===== src/rtl/rc4_prga_decrypt.sv =====
// rc4_prga_decrypt: RC4 keystream generation, XOR-decrypt of ROM message into RAM, printable-text key check
module rc4_prga_decrypt #(
  parameter int MSG_LEN = 32,
  parameter int MSG_AW = 5,
  parameter bit CHECK_EN = 1'b1
) (
  input  logic              clock,
  input  logic              reset_n,
  input  logic              start,
  output logic              busy,
  output logic              done,
  output logic              key_valid,
  output logic [7:0]        s_address,
  output logic [7:0]        s_data,
  output logic              s_wren,
  input  logic [7:0]        s_q,
  output logic [MSG_AW-1:0] rom_address,
  input  logic [7:0]        rom_q,
  output logic [MSG_AW-1:0] decrypt_address,
  output logic [7:0]        decrypt_data,
  output logic              decrypt_wren
);
  localparam logic [MSG_AW-1:0] LAST = MSG_AW'(MSG_LEN - 1);
  typedef enum logic [3:0] {
    IDLE, INC_I, WAIT_SI, READ_SI, WAIT_SJ, READ_SJ, WRITE_SI,
    WRITE_SJ, ADDR_F, WAIT_F, READ_F, WRITE_DEC, DONE
  } state_t;
  state_t state_q, state_d;
  logic [7:0] i_q, i_d, j_q, j_d, si_q, si_d, sj_q, sj_d, p_q, p_d;
  logic [7:0] s_address_q, s_address_d, s_data_q, s_data_d, decrypt_data_q, decrypt_data_d;
  logic [MSG_AW-1:0] k_q, k_d, rom_address_q, rom_address_d, decrypt_address_q, decrypt_address_d;
  logic busy_q, busy_d, done_q, done_d, key_valid_q, key_valid_d;
  logic s_wren_q, s_wren_d, decrypt_wren_q, decrypt_wren_d;
  logic printable;
  assign printable = p_q == 8'h20 || (p_q >= 8'h61 && p_q <= 8'h7a);
  always_comb begin
    state_d = state_q;
    i_d = i_q;
    j_d = j_q;
    k_d = k_q;
    si_d = si_q;
    sj_d = sj_q;
    p_d = p_q;
    s_address_d = s_address_q;
    s_data_d = s_data_q;
    s_wren_d = 1'b0;
    rom_address_d = rom_address_q;
    decrypt_address_d = decrypt_address_q;
    decrypt_data_d = decrypt_data_q;
    decrypt_wren_d = 1'b0;
    key_valid_d = key_valid_q;
    done_d = state_q == DONE;
    busy_d = state_q != IDLE || start;
    case (state_q)
      IDLE: if (start) begin
        i_d = '0;
        j_d = '0;
        k_d = '0;
        key_valid_d = 1'b0;
        state_d = INC_I;
      end
      INC_I: begin
        i_d = i_q + 8'd1;
        s_address_d = i_q + 8'd1;
        state_d = WAIT_SI;
      end
      WAIT_SI: state_d = READ_SI;
      READ_SI: begin
        si_d = s_q;
        j_d = j_q + s_q;
        s_address_d = j_q + s_q;
        state_d = WAIT_SJ;
      end
      WAIT_SJ: state_d = READ_SJ;
      READ_SJ: begin
        sj_d = s_q;
        state_d = WRITE_SI;
      end
      WRITE_SI: begin
        s_address_d = i_q;
        s_data_d = sj_q;
        s_wren_d = 1'b1;
        state_d = WRITE_SJ;
      end
      WRITE_SJ: begin
        s_address_d = j_q;
        s_data_d = si_q;
        s_wren_d = 1'b1;
        state_d = ADDR_F;
      end
      ADDR_F: begin
        s_address_d = si_q + sj_q;
        rom_address_d = k_q;
        state_d = WAIT_F;
      end
      WAIT_F: state_d = READ_F;
      READ_F: begin
        p_d = s_q ^ rom_q;
        state_d = WRITE_DEC;
      end
      WRITE_DEC: begin
        decrypt_address_d = k_q;
        decrypt_data_d = p_q;
        decrypt_wren_d = 1'b1;
        if (CHECK_EN && !printable) begin
          key_valid_d = 1'b0;
          state_d = DONE;
        end else if (k_q == LAST) begin
          key_valid_d = 1'b1;
          state_d = DONE;
        end else begin
          k_d = k_q + 1'b1;
          state_d = INC_I;
        end
      end
      DONE: state_d = IDLE;
      default: state_d = IDLE;
    endcase
  end
  always_ff @(posedge clock) begin
    if (!reset_n) begin
      state_q <= IDLE;
      i_q <= '0;
      j_q <= '0;
      k_q <= '0;
      si_q <= '0;
      sj_q <= '0;
      p_q <= '0;
      s_address_q <= '0;
      s_data_q <= '0;
      s_wren_q <= 1'b0;
      rom_address_q <= '0;
      decrypt_address_q <= '0;
      decrypt_data_q <= '0;
      decrypt_wren_q <= 1'b0;
      key_valid_q <= 1'b0;
      done_q <= 1'b0;
      busy_q <= 1'b0;
    end else begin
      state_q <= state_d;
      i_q <= i_d;
      j_q <= j_d;
      k_q <= k_d;
      si_q <= si_d;
      sj_q <= sj_d;
      p_q <= p_d;
      s_address_q <= s_address_d;
      s_data_q <= s_data_d;
      s_wren_q <= s_wren_d;
      rom_address_q <= rom_address_d;
      decrypt_address_q <= decrypt_address_d;
      decrypt_data_q <= decrypt_data_d;
      decrypt_wren_q <= decrypt_wren_d;
      key_valid_q <= key_valid_d;
      done_q <= done_d;
      busy_q <= busy_d;
    end
  end
  assign busy = busy_q;
  assign done = done_q;
  assign key_valid = key_valid_q;
  assign s_address = s_address_q;
  assign s_data = s_data_q;
  assign s_wren = s_wren_q;
  assign rom_address = rom_address_q;
  assign decrypt_address = decrypt_address_q;
  assign decrypt_data = decrypt_data_q;
  assign decrypt_wren = decrypt_wren_q;
endmodule


===== config.mk =====
export PLATFORM = sky130hd
export DESIGN_NAME = rc4_prga_decrypt
export DESIGN_NICKNAME = d
export VERILOG_FILES = /design/src/rtl/rc4_prga_decrypt.sv
export SDC_FILE = /design/constraint.sdc
export NUM_CORES = 1
export LEC_CHECK = 0
export BUFFER_PORTS_ARGS = -buffer_cell sky130_fd_sc_hd__buf_2
export CAP_MARGIN = 30
export CORE_ASPECT_RATIO = 1.1
export CORE_MARGIN = 1.5
export CORE_UTILIZATION = 62
export DETAILED_ROUTE_END_ITERATION = 8
export GPL_TIMING_DRIVEN = 0
export PLACE_DENSITY = 0.85
export SETUP_SLACK_MARGIN = 0.02
export SYNTH_ARGS = -nofsm -noshare
export SYNTH_HDL_FRONTEND = slang
export SYNTH_SLANG_ARGS = --single-unit

===== constraint.sdc =====
create_clock -name clock -period 6.4 [get_ports clock]
set_clock_uncertainty 0.2 [all_clocks]
set_input_delay 0 -clock clock [delete_from_list [all_inputs] [get_ports clock]]
set_output_delay 0 -clock clock [all_outputs]
set_load 0.02 [all_outputs]

==> impl_metrics.yaml <==
yosys:
  ys_ff_latch: 88
  synth_flop_cell: "dfxtp_1"
  synth_cell_types: 49
  synth_most_common_cell: "dfxtp_1"
  synth_top_cell_by_area: "dfxtp_1"
  synthAdderAreaFrac: 0.0584
  synth_area_mm2: 0.00433
  synth_edf_count: 0
  synth_xor_area_frac: 0.0567
  synth_top_family_by_area: "simple AND/OR/NAND/NOR gates"
  avgSynthCellArea_um2: 8.23
  async_flop_share: 0
  yosysWarnings: 0
  synth_mux_area_frac: 0.0283
  synth-simple-area-share: 0.217
  yosys-top-cells-count: "dfxtp_1 (88), nand2_1 (86), a21oi_1 (59)"
  synth_compound_area_frac: 0.201
  synth_nets: 564
  netlist.area_leader.share: 0.407
  ys_top_cells_by_area: "dfxtp_1 (41%), nand2_1 (7.5%), a21oi_1 (6.8%), nor2_1 (4.9%), ha_1 (4.9%)"
  ys_seq_area_frac: 0.407
  synthCells: 526
cells_and_area:
  area_growth_pct: 18.0
  final_util: 0.766
  final_nets: 653
  antenna_cells: 0
  drive_gt1_frac: 0.139
cts:
  post_cts_resized: 0
  cts_tree: "built"
  cts_root_buffer: "clkbuf_8"
  cts-buffers-inserted: 9
  numClockSinks: 88
  insertion_delay_ps: 360
  holdBufCountCts: 21
  cts_max_level: 3
  clockBufferDepth: 2
  post_cts_buffers: 0
  clk_pin_slew_ps: 90
power_and_ir_drop:
  p_seq_frac: 0.522
  pwr-share-clk: 0.332
  netSwitchingFraction: 0.283
  p_sw_w: 0.000308
  p_int_w: 0.000779
  powerDensity_mw_per_mm2: 213
  power_leakage_nw: 2.05
  ir_worst_vdd_mv: 0.164
  pwr-share-comb: 0.146
floorplan:
  initial_core_util: 0.649
  die_w_um: 82.7
  io_pins: 58
  core_area_mm2: 0.00667
  fp.dieArea_mm2: 0.00749
  rows: 31
  die_h_um: 90.6
placement:
  dp_hpwl_mm: 8.23
  portBuffers: 57
  globalplace.congestion: 0.917
hold_path:
  hold_path.class: "flip-flop to flip-flop"
drt:
  drtIter0Drc: 324
  via_count: 4208
  dr.pass1.iters: 5
  wl_per_cell_um: 16.4
  final_antenna_net_count: 0
  via_per_inst: 5.99
  drt_wl_total_mm: 11.5
  route.detailed.drc: 0
grt:
  grt_first_pass_wirelength_mm: 18.2
  grt-ovfl-total: 0
  grt_pass1_vias: 3981
  grt_usage: 0.318
  grt_antenna_before_repair: 0
  grt_max_degree: 15
critical_path:
  critical_path_class: "flip-flop to flip-flop"
  cp_max_fo: 5
  cp.required_ps: 6460
  cp-start-kind: "flip-flop"
  end_kind: "flip-flop"
  cp.arrival_ps: 2500
timing:
  fin_tns_setup_ps: 0
  fin_crit_ps: 2440
  min_period_over_period: 0.381
  finalSetupViolCount: 0
  max_freq_mhz: 410
  slew_headroom: 0.458
  hold_violations: 0
  finalMaxSlewViolations: 0
  rsz0062_at_grt: "false"
  worst_pin_slew_ps: 807
flow_run:
  drv_cap: 0
status:
  status: "completed"
## sequential cells by signal, summed over array words and instances, names as in the netlist
name	flops
decrypt_data	8
i_q	8
j_q	8
p_q	8
s_address	8
s_data	8
si_q	8
sj_q	8
decrypt_address	5
k_q	5
rom_address	5
state_q	4
busy	1
decrypt_wren	1
done	1
key_valid	1
s_wren	1
## logic make-up (layout without fill, tap and decap cells)
logic type	count (synthesis)	after routing
AND/OR/NAND/NOR	207	207
AO/OA/AOI/OAI	138	138
flip-flops	88	88
buffers and inverters	34	128
XOR/XNOR	28	28
adder cells (fa/ha/maj)	19	19
multiplexers	12	12
## through the flow
stage	cells	total power [W]	area [µm²]	hold slack, ps	setup slack [ps]
global placement	665	0.000719	4720	98.9	4060
global route	702	0.00113	5110	275	3840
floorplan	526	0.000678	4330	-64.0	4210
finish	702	0.00109	5110	256	3960
CTS	702	0.00108	5110	256	3990
detailed placement	665	0.000724	4720	112	4020
## area by class of cell
class	instances	area, µm²
clock buffer	11	151
inverter	5	18.8
timing repair buffer	78	495
tap	82	103
sequential	88	1760
fill	485	1560
buffer	29	119
multi-input combinational	404	2430
clock inverter	5	31.3
## power by group through the flow
stage | Sequential, W | Combinational [W] | Clock (W)
6_report | 0.000568 | 0.000159 | 0.000360
2_1_floorplan | 0.000584 | 0.0000937 | 0
5_1_grt | 0.000569 | 0.000173 | 0.000384
3_3_place_gp | 0.000580 | 0.000139 | 0
3_5_place_dp | 0.000580 | 0.000143 | 0
4_1_cts | 0.000567 | 0.000155 | 0.000360
## worst max-delay path, stage by stage, from the launching register on
cell and delay [ps]:
dfxtp_1 360, ha_1 240, and3_1 190, ha_1 220
or3_1 350, a21oi_1 320, a21oi_1 160, mux2_2 280
## metal layers
| metal | up-vias | part of all wire | global-route usage |
|---|---|---|---|
| met5 | - | 0 | 0 |
| met4 | 0 | 0.042 | 0.181 |
| met3 | 42 | 0.055 | 0.0485 |
| met2 | 149 | 0.49 | 0.512 |
| met1 | 1969 | 0.41 | 0.395 |
| li1 | 2048 | - | - |
## placed cells by master, fill, tap and decap left out, drive strengths merged, types with 12 or more instances in the layout
cell type | netlist | routed
a211oi | 12 | 12
dlygate4sd3 | 0 | 21
nand3 | 16 | 16
nand2 | 86 | 86
o21ai | 17 | 17
ha | 17 | 17
nor2 | 57 | 57
xnor2 | 23 | 23
dfxtp | 88 | 88
buf | 7 | 64
a21oi | 59 | 59
clkbuf | 22 | 33
## worst paths after layout
path	to	slack (ps)	startpoint	cells after the start
worst max register to register	k_q[0]	3960	k_q[0]	7
worst min register to register	decrypt_data[6]	260	decrypt_data[6]	2
worst max-delay path	k_q[0]	3960	k_q[0]	7
worst min-delay path	decrypt_data[6]	260	decrypt_data[6]	2
Note: power is estimated with default switching activity, not from simulation.
